--- config.mk ---
export PLATFORM = sky130hd
export DESIGN_NAME = regfile_snapshot_ctrl
export DESIGN_NICKNAME = d
export VERILOG_FILES = /design/src/rtl/regfile_snapshot_pkg.sv /design/src/rtl/regfile_snapshot_prio_enc.sv /design/src/rtl/regfile_snapshot_ctrl.sv
export SDC_FILE = /design/constraint.sdc
export NUM_CORES = 1
export LEC_CHECK = 0
export ABC_AREA = 1
export BUFFER_PORTS_ARGS = -buffer_cell sky130_fd_sc_hd__clkbuf_2
export CORE_ASPECT_RATIO = 2
export CORE_UTILIZATION = 23
export DETAILED_ROUTE_END_ITERATION = 8
export PLACE_DENSITY = 0.4
export SKIP_CTS_REPAIR_TIMING = 1
export SLEW_MARGIN = 25
export SYNTH_ARGS = -nofsm -noshare
export SYNTH_HDL_FRONTEND = slang
export SYNTH_SLANG_ARGS = --single-unit
export TNS_END_PERCENT = 5
--- constraint.sdc ---
create_clock -name clk -period 1.7 [get_ports clk]
set_input_delay 0.255 -clock clk [delete_from_list [all_inputs] [get_ports clk]]
set_output_delay 0.255 -clock clk [all_outputs]
set_load 0.02 [all_outputs]
--- src/rtl/regfile_snapshot_pkg.sv ---
// Shared types for the register-file snapshot controller: restore FSM states
// and the slot-index width helper.
package regfile_snapshot_pkg;

   typedef enum logic {
      ST_IDLE  = 1'b0,
      ST_DRIVE = 1'b1
   } snap_state_t;

   // Width of a slot index; never less than one bit so ports stay legal.
   function automatic int slot_idx_w(input int nslots);
      return (nslots > 2) ? $clog2(nslots) : 1;
   endfunction

endpackage

--- src/rtl/regfile_snapshot_prio_enc.sv ---
// Finds the lowest-index clear bit of a slot occupancy mask.
module regfile_snapshot_prio_enc
   import regfile_snapshot_pkg::*;
#(
   parameter int NSLOTS = 4,
   localparam int SW = slot_idx_w(NSLOTS)
) (
   input  logic [NSLOTS-1:0] mask,
   output logic [SW-1:0]     idx,
   output logic              found
);

   // Scan downward so the last assignment is the lowest clear bit.
   always_comb begin
      idx   = '0;
      found = 1'b0;
      for (int s = NSLOTS - 1; s >= 0; s--) begin
         if (!mask[s]) begin
            idx   = SW'(s);
            found = 1'b1;
         end
      end
   end

endmodule

--- src/rtl/regfile_snapshot_ctrl.sv ---
// Snapshot/restore controller: captures register-file dumps into slots and
// replays a slot back into the register file for one cycle on request.
module regfile_snapshot_ctrl
   import regfile_snapshot_pkg::*;
#(
   parameter int DTYPE_W = 8,
   parameter int NREGS   = 2,
   parameter int NSLOTS  = 4,
   localparam int SW = slot_idx_w(NSLOTS),
   localparam int DW = NREGS * DTYPE_W
) (
   input  logic              clk,
   input  logic              reset,
   input  logic [DW-1:0]     snap_in,
   output logic [DW-1:0]     dump_data,
   output logic              dump_wr_en,
   input  logic              alloc_call,
   output logic              alloc_rdy,
   output logic [SW-1:0]     alloc_slot,
   input  logic              free_call,
   input  logic [SW-1:0]     free_slot,
   input  logic              restore_call,
   output logic              restore_rdy,
   input  logic [SW-1:0]     restore_slot,
   input  logic              restore_keep,
   output logic [NSLOTS-1:0] valid_mask,
   output logic              restore_err
);

   snap_state_t         state_reg;
   logic [NSLOTS-1:0]   valid_mask_reg;
   logic [NSLOTS-1:0]   valid_mask_next;
   logic [DW-1:0]       dump_data_reg;
   logic                dump_wr_en_reg;
   logic                restore_err_reg;
   logic [DW-1:0]       slot_mem_reg [NSLOTS];

   logic [SW-1:0]       free_idx;
   logic                free_found;
   logic                alloc_acc;
   logic                restore_acc;
   logic                restore_hit;
   logic                restore_miss;

   regfile_snapshot_prio_enc #(
      .NSLOTS (NSLOTS)
   ) u_prio_enc (
      .mask  (valid_mask_reg),
      .idx   (free_idx),
      .found (free_found)
   );

   assign alloc_rdy    = (state_reg == ST_IDLE) && free_found;
   assign restore_rdy  = (state_reg == ST_IDLE);
   assign alloc_slot   = free_found ? free_idx : '0;
   assign alloc_acc    = alloc_call && alloc_rdy;
   assign restore_acc  = restore_call && restore_rdy;
   assign restore_hit  = restore_acc && valid_mask_reg[restore_slot];
   assign restore_miss = restore_acc && !valid_mask_reg[restore_slot];

   // Clears first, then the alloc set: the alloc slot is always clear
   // pre-edge, so a free aimed at it is a no-op and must not cancel it.
   always_comb begin
      valid_mask_next = valid_mask_reg;
      if (free_call)
         valid_mask_next[free_slot] = 1'b0;
      if (restore_hit && !restore_keep)
         valid_mask_next[restore_slot] = 1'b0;
      if (alloc_acc)
         valid_mask_next[alloc_slot] = 1'b1;
   end

   // Slot storage is deliberately left out of reset.
   generate
      for (genvar gi = 0; gi < NSLOTS; gi++) begin : g_slot
         always_ff @(posedge clk) begin
            if (alloc_acc && (alloc_slot == SW'(gi)))
               slot_mem_reg[gi] <= snap_in;
         end
      end
   endgenerate

   always_ff @(posedge clk) begin
      if (reset) begin
         state_reg       <= ST_IDLE;
         valid_mask_reg  <= '0;
         dump_data_reg   <= '0;
         dump_wr_en_reg  <= 1'b0;
         restore_err_reg <= 1'b0;
      end else begin
         valid_mask_reg <= valid_mask_next;
         if (restore_miss)
            restore_err_reg <= 1'b1;
         case (state_reg)
            ST_IDLE: begin
               if (restore_hit) begin
                  state_reg      <= ST_DRIVE;
                  dump_data_reg  <= slot_mem_reg[restore_slot];
                  dump_wr_en_reg <= 1'b1;
               end
            end
            ST_DRIVE: begin
               state_reg      <= ST_IDLE;
               dump_data_reg  <= '0;
               dump_wr_en_reg <= 1'b0;
            end
            default: begin
               state_reg      <= ST_IDLE;
               dump_data_reg  <= '0;
               dump_wr_en_reg <= 1'b0;
            end
         endcase
      end
   end

   assign dump_data   = dump_data_reg;
   assign dump_wr_en  = dump_wr_en_reg;
   assign valid_mask  = valid_mask_reg;
   assign restore_err = restore_err_reg;

endmodule

# Yosys cells after proc, flatten, opt, wreduce, memory -nomap -nowiden
# Memory sizes are Yosys's and may differ from the RTL's.
# Index checks and enable logic that the tools add are counted.
# word_totals
ram_bits	64
ff_bits	23
memories	1
word_cells	84
out_inout_bits	26
# mem_list
name	depth	word_bits	read_ports	rd_clocked_by_memory_dff	wr	line	source
slot_mem_reg	4	16	1	0	1	regfile_snapshot_ctrl.sv:36	logic [DW-1:0] slot_mem_reg [NSLOTS];
# op_classes
reduce_logical	19
mux	43
eq_ne	4
bitwise_logic	6
order_cmp	6
# op_table
op	count
two-way mux 16 bit	4
OR reduction 16 bit	3
case mux 16 bit (2 select lines)	1
two-way mux 1 bit	21
two-way mux 2 bit	8
logical AND 1 bit	13
two-way mux 4 bit	3
< comparator 2 x 3 -> 1 bit, second input constant	3
AND 4 bit	2
NOT 4 bit	2
demux 1 bit (select 2 bit)	3
greater-or-equal comparator 2 x 1 -> 1 bit, second input constant	3
== test 2 bit, second input constant	2
bitwise OR 4 bit	1
case mux 1 bit (2 select lines)	2
binary-select mux 1 bit (select 2 bit)	1
== test 2 x 1 -> 1 bit, second input constant	1
logical NOT 1 bit	2
logical NOT 2 bit	1
!= test 2 x 1 -> 1 bit, second input constant	1
NOT 1 bit	1

# Logic depth before layout (Yosys ltp)
# Gate-level depths: netlist of run 1.
# logic_depth
ltp_word	13
mapped_depth	11
mapped_depth_nobuf	9

# Modules after synthesis
# Synthesis of run 1 repeated with hierarchy kept, for this count alone.
# hier_totals
hier_cells	285
hier_area_um2	3450.8
# modules_own_cells
module	n_inst	cells_each	area_each_um2	seq_area_each_um2
regfile_snapshot_ctrl	1	276	3414.5	2382.3
regfile_snapshot_prio_enc	1	9	36.3	0.0

# Least setup slack after synthesis of run 1
# No wires, ideal clock.
# synth_path
path_type	register to register
startpoint	reg valid_mask_reg[1] (netlist: valid_mask[1])
endpoint	mem slot_mem_reg[0][0] (netlist name), enable pin
synth_period_minus_slack_ns	1.993
setup_ns	0.364
stages_incl_launch_ff	7
arrival_time_ns	1.629
path_slack_ns	-0.293
cell_sequence	dfxtp_1 > nand2_1 > inv_1 > a21oi_1 > and2_1 > nand2_1 > inv_1
# synth_via
elab_chain_len	11
word_cells_on_any_way	32
classes_between	eq/ne: 3; mux: 19; reduce/logical: 10
# synth_rtl
item	line	source
from (decl)	regfile_snapshot_ctrl.sv:31	logic [NSLOTS-1:0] valid_mask_reg;
from (signal assigned)	regfile_snapshot_ctrl.sv:91	valid_mask_reg <= valid_mask_next;
two-way mux 1 bit * (2 in series)	regfile_snapshot_prio_enc.sv:18	if (!mask[s]) begin
logical AND 1 bit *	regfile_snapshot_ctrl.sv:53	assign alloc_rdy = (state_reg == ST_IDLE) && free_found;
via alloc_rdy	regfile_snapshot_ctrl.sv:18	output logic alloc_rdy,
logical AND 1 bit *	regfile_snapshot_ctrl.sv:56	assign alloc_acc = alloc_call && alloc_rdy;
logical AND 1 bit	regfile_snapshot_ctrl.sv:77	if (alloc_acc && (alloc_slot == SW'(gi)))
two-way mux 1 bit	regfile_snapshot_ctrl.sv:77	
two-way mux 1 bit (implied by the code)	regfile_snapshot_ctrl.sv:78	slot_mem_reg[gi] <= snap_in;
OR reduction 16 bit (no source line)	--	
two-way mux 2 bit (no source line) / two-way mux 1 bit (equally long branches) (3 in series)	--	
to (decl)	regfile_snapshot_ctrl.sv:36	
# The timed path passes the listed nets; every way through them passes the cells marked *.

# Worst setup path after layout of run 1
# layout_path
startpoint	reg valid_mask_reg[3] (netlist: valid_mask[3])
endpoint	mem slot_mem_reg[1][1] (netlist name), enable pin
# layout_via
elab_chain_len	13
word_cells_on_any_way	36
classes_between	eq/ne: 3; mux: 23; reduce/logical: 10
# layout_rtl
item	line
two-way mux 2 bit / two-way mux 1 bit (equally long branches) (4 in series)	regfile_snapshot_prio_enc.sv:18
two-way mux 2 bit / logical AND 1 bit (equally long branches)	regfile_snapshot_ctrl.sv:55, regfile_snapshot_ctrl.sv:53
== test 2 x 1 -> 1 bit / logical AND 1 bit (equally long branches)	regfile_snapshot_ctrl.sv:77, regfile_snapshot_ctrl.sv:56
logical AND 1 bit	regfile_snapshot_ctrl.sv:77
two-way mux 1 bit	regfile_snapshot_ctrl.sv:77
two-way mux 1 bit (implied by the code)	regfile_snapshot_ctrl.sv:78
OR reduction 16 bit (no source line)	--
two-way mux 2 bit (no source line) / two-way mux 1 bit (equally long branches) (3 in series)	--
# Several ways; a longest one is shown, not always the timed one.

==> results.ini, run 1 <==
[run_status]
status = finished clean

[setup_path]
r2r_start = valid_mask[3]
reg2reg_setup_slack_ns = 0.13
r2r-end = slot_mem_reg[1][1]
worstSetupEndpoint = slot_mem_reg[1][1]
worst_setup_path_start_kind = flop
crit_chain = nand2_1 -> inv_2 -> a21oi_4 -> and2_1 -> nand2_2 -> clkinvlp_4
path_max_fanout = 16
reg2reg_depth = 6
startpoint = valid_mask[3]
cp.required_ns = 1.66
crit_path_end_kind = flop
path_class = flop to flop
arrival_ns = 1.52
critPathSlowestCell = clkinvlp_4
max_stage_delay_ns = 0.36

[drt]
vias = 2237
viasPerCell = 4.12
dr.pass1.iters = 4
drtIter0Drc = 103
wl_per_cell_um = 15.4
ant_nets = 0
drc_errors = 0
postRouteWirelength_um = 8340

[clocking]
clockBufferDepth = 2
path_clk_slew_ns = 0.06
clock_latency_ns = 0.33
h-tree-depth = 3
numCtsBuffers = 9
cts_tree = built
cts_root_buf = clkbuf_16
clock-sinks = 87

[pwr]
vdd_drop_max_v = 0.000414
p_leak_nw = 1.66
power_density_mw_per_mm2 = 1110

[logic_synthesis]
yosysWarnings = 0
syn-cell-area_mm2 = 0.00344
syn-mean-instance-area_um2 = 12.4
synth_fa_ha_area_share_pct = 0
synthMuxAreaShare_pct = 0
synth_fp_nets = 303
synth_compound_gate_area_share_pct = 9.36
synth-simple-area-share_pct = 16.5
synth_edf_count = 64
ys_seq_area_share_pct = 69.3
ys_ff_latch = 87
synth_cells = 277
yosysUniqueCellTypes = 29
synth_top_family_by_area = simple AND/OR/NAND/NOR gates
async_flop_share_pct = 0
yosys.area_share.xor_xnor_pct = 0
synthFlopType = edfxtp_1

[finish]
diodes = 0
areaGrowthSynthToFinish_pct = 27.7
regArea_mm2 = 0.00238
multi_input_area_um2 = 903
most-common-layout-cells = nand2_1, edfxtp_1, clkbuf_2, dfxtp_1, a22oi_1
fin_nets = 372
largest_register_ff_count = 64
fill_cells = 1508
drive_above_1_share_pct = 33.0
layout_commonest_cell = nand2_1
layout.cells.non_filler = 543

[floorplanning]
dieHeight_um = 175
coreArea_mm2 = 0.0145
initial_core_util_pct = 23.7
dieArea_mm2 = 0.0155
rows = 62
io_pins = 52
die_width_um = 88.4

[global_route]
grt_antenna_before_repair = 0
grt_first_pass_wirelength_um = 13000
grt_max_degree = 18
grt-ovfl-total = 0
grt_pass1_vias = 2409
track_usage_pct = 11.7

[timing]
setup_slack_ns = 0.135
rsz0062_at_grt = no
relSlewSlack_pct = 71.4
finalClockSkew_ns = 0.00341
setup_viol = 0
drv_slew = 0
whs_ns = 0.141
tns_ns = 0
finalHoldViolations = 0
worst-slew-pin-transition_ns = 0.429
finalCritPeriodShare_pct = 92.1
fmax_ghz = 0.639
period_needed_ns = 1.57

[min_path]
holdPathStages = 1
hold_path_class = input port to flop

[place]
gp_congestion = 0.791
place_hpwl_um = 5870
port_buffers = 51
placed_cells = 526
pre_cts_slack_ns = -0.0135

[run]
max-cap-violations = 0

[per-stage QoR]
| step | instance area [um^2] | power (mW) | utilization, % |
|---|---|---|---|
| final | 4390 | 4.86 | 30.2 |
| after global routing | 4390 | 5.04 | 30.2 |
| after CTS | 4360 | 4.93 | 30.1 |
| after detailed placement | 4040 | 2.78 | 27.9 |
| after global placement | 4040 | 2.78 | 27.9 |
| after floorplan | 3460 | 2.62 | - |
[layout make-up]
class / instances / share of cell area, %
Tap cell: 192 / 5.47
Sequential cell: 87 / 54.3
Timing Repair Buffer: 67 / 10.3
Clock buffer: 12 / 5.62
Inverter: 20 / 2.00
Clock inverter: 4 / 1.74
Multi-Input combinational cell: 161 / 20.6
[cell usage after synthesis (4+ instances only)]
master,number,area [um^2]
nand2_1,71,267
nand2_2,6,37.5
dfxtp_1,23,460
inv_1,17,63.8
nor2_1,4,15.0
o21ai_2,11,96.3
nand4_1,10,62.6
buf_6,4,45.0
a21oi_1,10,50.1
edfxtp_1,64,1920
a22oi_1,19,143
nand3_1,15,75.1
[per-layer routing]
metal	vias up	routed length, um	track usage, %
met5	-	0	0
met2	33	4720	21.3
met4	0	167	5.24
li1	1120	-	-
met1	1075	3210	12.5
met3	9	246	2.41
[worst max-delay path: cells and delay by family (launching register included)]
kind	cells	cell delay, ns
AND/OR/NAND/NOR	3	0.33
flip-flops	1	0.35
buffers and inverters	2	0.45
AO/OA/AOI/OAI	1	0.06
[logic make-up (layout without fill, tap and decap cells)]
kind of cell	count (synthesis)	after routing
AO/OA/AOI/OAI	45	45
buffers and inverters	29	103
AND/OR/NAND/NOR	116	116
flip-flops	87	87
[power by group]
group          switching (mW)  leakage (nW)  internal, mW
clock network           0.793         0.153          1.33
registers              0.0199         0.774          2.35
logic                   0.237         0.733         0.126
[worst min path at each step]
stage                    endpoint  slack [ns]     startpoint
2_1_floorplan  slot_mem_reg[0][0]        0.35     snap_in[0]
3_3_place_gp          restore_err        0.45    restore_err
3_5_place_dp        dump_data[12]        0.46  dump_data[12]
4_1_cts        slot_mem_reg[2][7]        0.14     snap_in[7]
5_1_grt        slot_mem_reg[2][7]        0.14     snap_in[7]
6_report       slot_mem_reg[2][7]        0.14     snap_in[7]
Power figures use the tool's default switching activity.
==> inputs of run 2 (changes only) <==
--- a/config.mk
+++ b/config.mk
@@ -7,7 +7,6 @@
 export LEC_CHECK = 0
 export ABC_AREA = 1
 export BUFFER_PORTS_ARGS = -buffer_cell sky130_fd_sc_hd__clkbuf_2
-export CORE_ASPECT_RATIO = 2
 export CORE_UTILIZATION = 23
 export DETAILED_ROUTE_END_ITERATION = 8
 export PLACE_DENSITY = 0.4
==> run 2 against run 1 <==
Effect of this change:
- via count decreased by 1.3%
- final area decreased by 1.5%
- hold slack got worse by 0.0021 ns
- critical path depth unchanged
- sequential power about the same
- register-to-register slack about the same
==> results.ini, run 2 (synthesized netlist as in run 1, its figures left out) <==
[setup_path]
worst_setup_path_start_kind = flop  ; unchanged
crit_path_end_kind = flop  ; unchanged
path_max_fanout = 16  ; unchanged
crit_chain = nand2_1 -> inv_2 -> a21oi_4 -> and2_1 -> nand2_2 -> clkinvlp_4  ; unchanged
worst-path-stages = 6  ; unchanged
max_stage_delay_ns = 0.37  ; was 0.36 ns
critPathSlowestCell = dfxtp_1  ; was clkinvlp_4
arrival_ns = 1.52  ; about the same
reg2reg_setup_slack_ns = 0.15  ; was 0.13 ns
critical_path_buf_inv_count = 2  ; unchanged
path_class = flop to flop  ; unchanged
reg2reg_depth = 6  ; unchanged
crit_family = buffers and inverters  ; unchanged
cp.required_ns = 1.66  ; about the same

[timing]
drv_slew = 0  ; unchanged
finalCritPeriodShare_pct = 91.3  ; was 92.1%
tns_ns = 0  ; unchanged
worst-slew-pin-transition_ns = 0.404  ; was 0.429 ns
period_needed_ns = 1.55  ; was 1.57 ns
fmax_ghz = 0.645  ; was 0.639 GHz
finalHoldViolations = 0  ; unchanged
rsz0062_at_grt = no  ; unchanged
setup_slack_ns = 0.149  ; was 0.135 ns
whs_ns = 0.139  ; was 0.141 ns
setup_viol = 0  ; unchanged
finalClockSkew_ns = 0.00665  ; was 0.00341 ns
relSlewSlack_pct = 73.0  ; was 71.4%

[finish]
design_area_mm2 = 0.00432  ; was 0.00439 mm^2
layout_commonest_cell = nand2_1  ; unchanged
layout.cells.non_filler = 531  ; was 543
drive_above_1_share_pct = 32.6  ; was 33.0%
most-common-layout-cells = nand2_1, edfxtp_1, clkbuf_2, dfxtp_1, a22oi_1  ; unchanged
fill_cells = 1500  ; was 1,508
areaGrowthSynthToFinish_pct = 25.8  ; was 27.7%
utilization_pct = 29.7  ; was 30.2%
diodes = 0  ; unchanged
largest_register_ff_count = 64  ; unchanged
fin_nets = 368  ; was 372

[clocking]
h-tree-depth = 3  ; unchanged
clockBufferDepth = 2  ; unchanged
cts_root_buf = clkbuf_16  ; unchanged
clock-sinks = 87  ; unchanged
path_clk_slew_ns = 0.07  ; was 0.06 ns
clock_latency_ns = 0.33  ; about the same
cts_tree = built  ; unchanged
numCtsBuffers = 9  ; unchanged

[global_route]
grt-ovfl-total = 0  ; unchanged
grt_max_degree = 18  ; unchanged
grt_antenna_before_repair = 0  ; unchanged
track_usage_pct = 10.8  ; was 11.7%
grt_first_pass_wirelength_um = 12600  ; was 13,000 um
grt_pass1_vias = 2183  ; was 2,409

[place]
pre_cts_slack_ns = 0.0286  ; was -0.0135 ns
place_hpwl_um = 5340  ; was 5870 um
post_dp_cell_area_mm2 = 0.00400  ; was 0.00404 mm^2
placed_cells = 514  ; was 526
port_buffers = 51  ; unchanged
gp_congestion = 0.751  ; was 0.791

[pwr]
power_mw = 4.70  ; was 4.86 mW
p_leak_nw = 1.63  ; was 1.66 nW
power_density_mw_per_mm2 = 1090  ; was 1110 mW/mm^2
vdd_drop_max_v = 0.000510  ; was 0.000414 V

[drt]
ant_nets = 0  ; unchanged
drc_errors = 0  ; unchanged
postRouteWirelength_um = 7880  ; was 8340 um
dr.pass1.iters = 4  ; unchanged
wl_per_cell_um = 14.8  ; was 15.4 um
viasPerCell = 4.16  ; was 4.12
drtIter0Drc = 137  ; was 103
vias = 2207  ; was 2,237

[floorplanning]
dieHeight_um = 124  ; was 175 um
io_pins = 52  ; unchanged
die_width_um = 124  ; was 88.4 um
rows = 44  ; was 62
coreArea_mm2 = 0.0145  ; about the same
dieArea_mm2 = 0.0154  ; was 0.0155 mm^2
initial_core_util_pct = 23.6  ; was 23.7%

[min_path]
holdPathStages = 1  ; unchanged
hold_path_class = input port to flop  ; unchanged

[run_status]
status = finished clean  ; unchanged

[run]
max-cap-violations = 0  ; unchanged

==> run 2: routing by layer <==
layer	wire length, um	vias to the layer above	GRT usage (%)
met5	0	-	0
met3	288	8	2.67
met2	3670	43	16.4
met1	3830	1040	14.8
met4	98	0	3.83
li1	-	1116	-
==> run 2: cell type report <==
type,count,area (um^2),share of cell area [%]
Inverter,20,87.6,2.03
Sequential cell,87,2380,55.1
Tap cell,184,230,5.33
Multi-Input combinational cell,161,903,20.9
Clock inverter,6,68.8,1.59
Clock buffer,10,229,5.30
Timing Repair Buffer,63,420,9.73
==> run 2: where the power goes <==
group          switching [mW]  internal [mW]  leakage (nW)
Sequential             0.0202           2.35         0.774
Clock                   0.814           1.15         0.143
Combinational           0.241          0.123         0.712
Total                    1.08           3.63          1.63
==> run 2: worst paths after layout <==
path,end,startpoint
setup / recovery,slot_mem_reg[1][11],valid_mask[2]
hold / removal,slot_mem_reg[3][14],snap_in[14]
hold reg to reg,dump_data[3],dump_data[3]
setup reg to reg,slot_mem_reg[1][11],valid_mask[2]
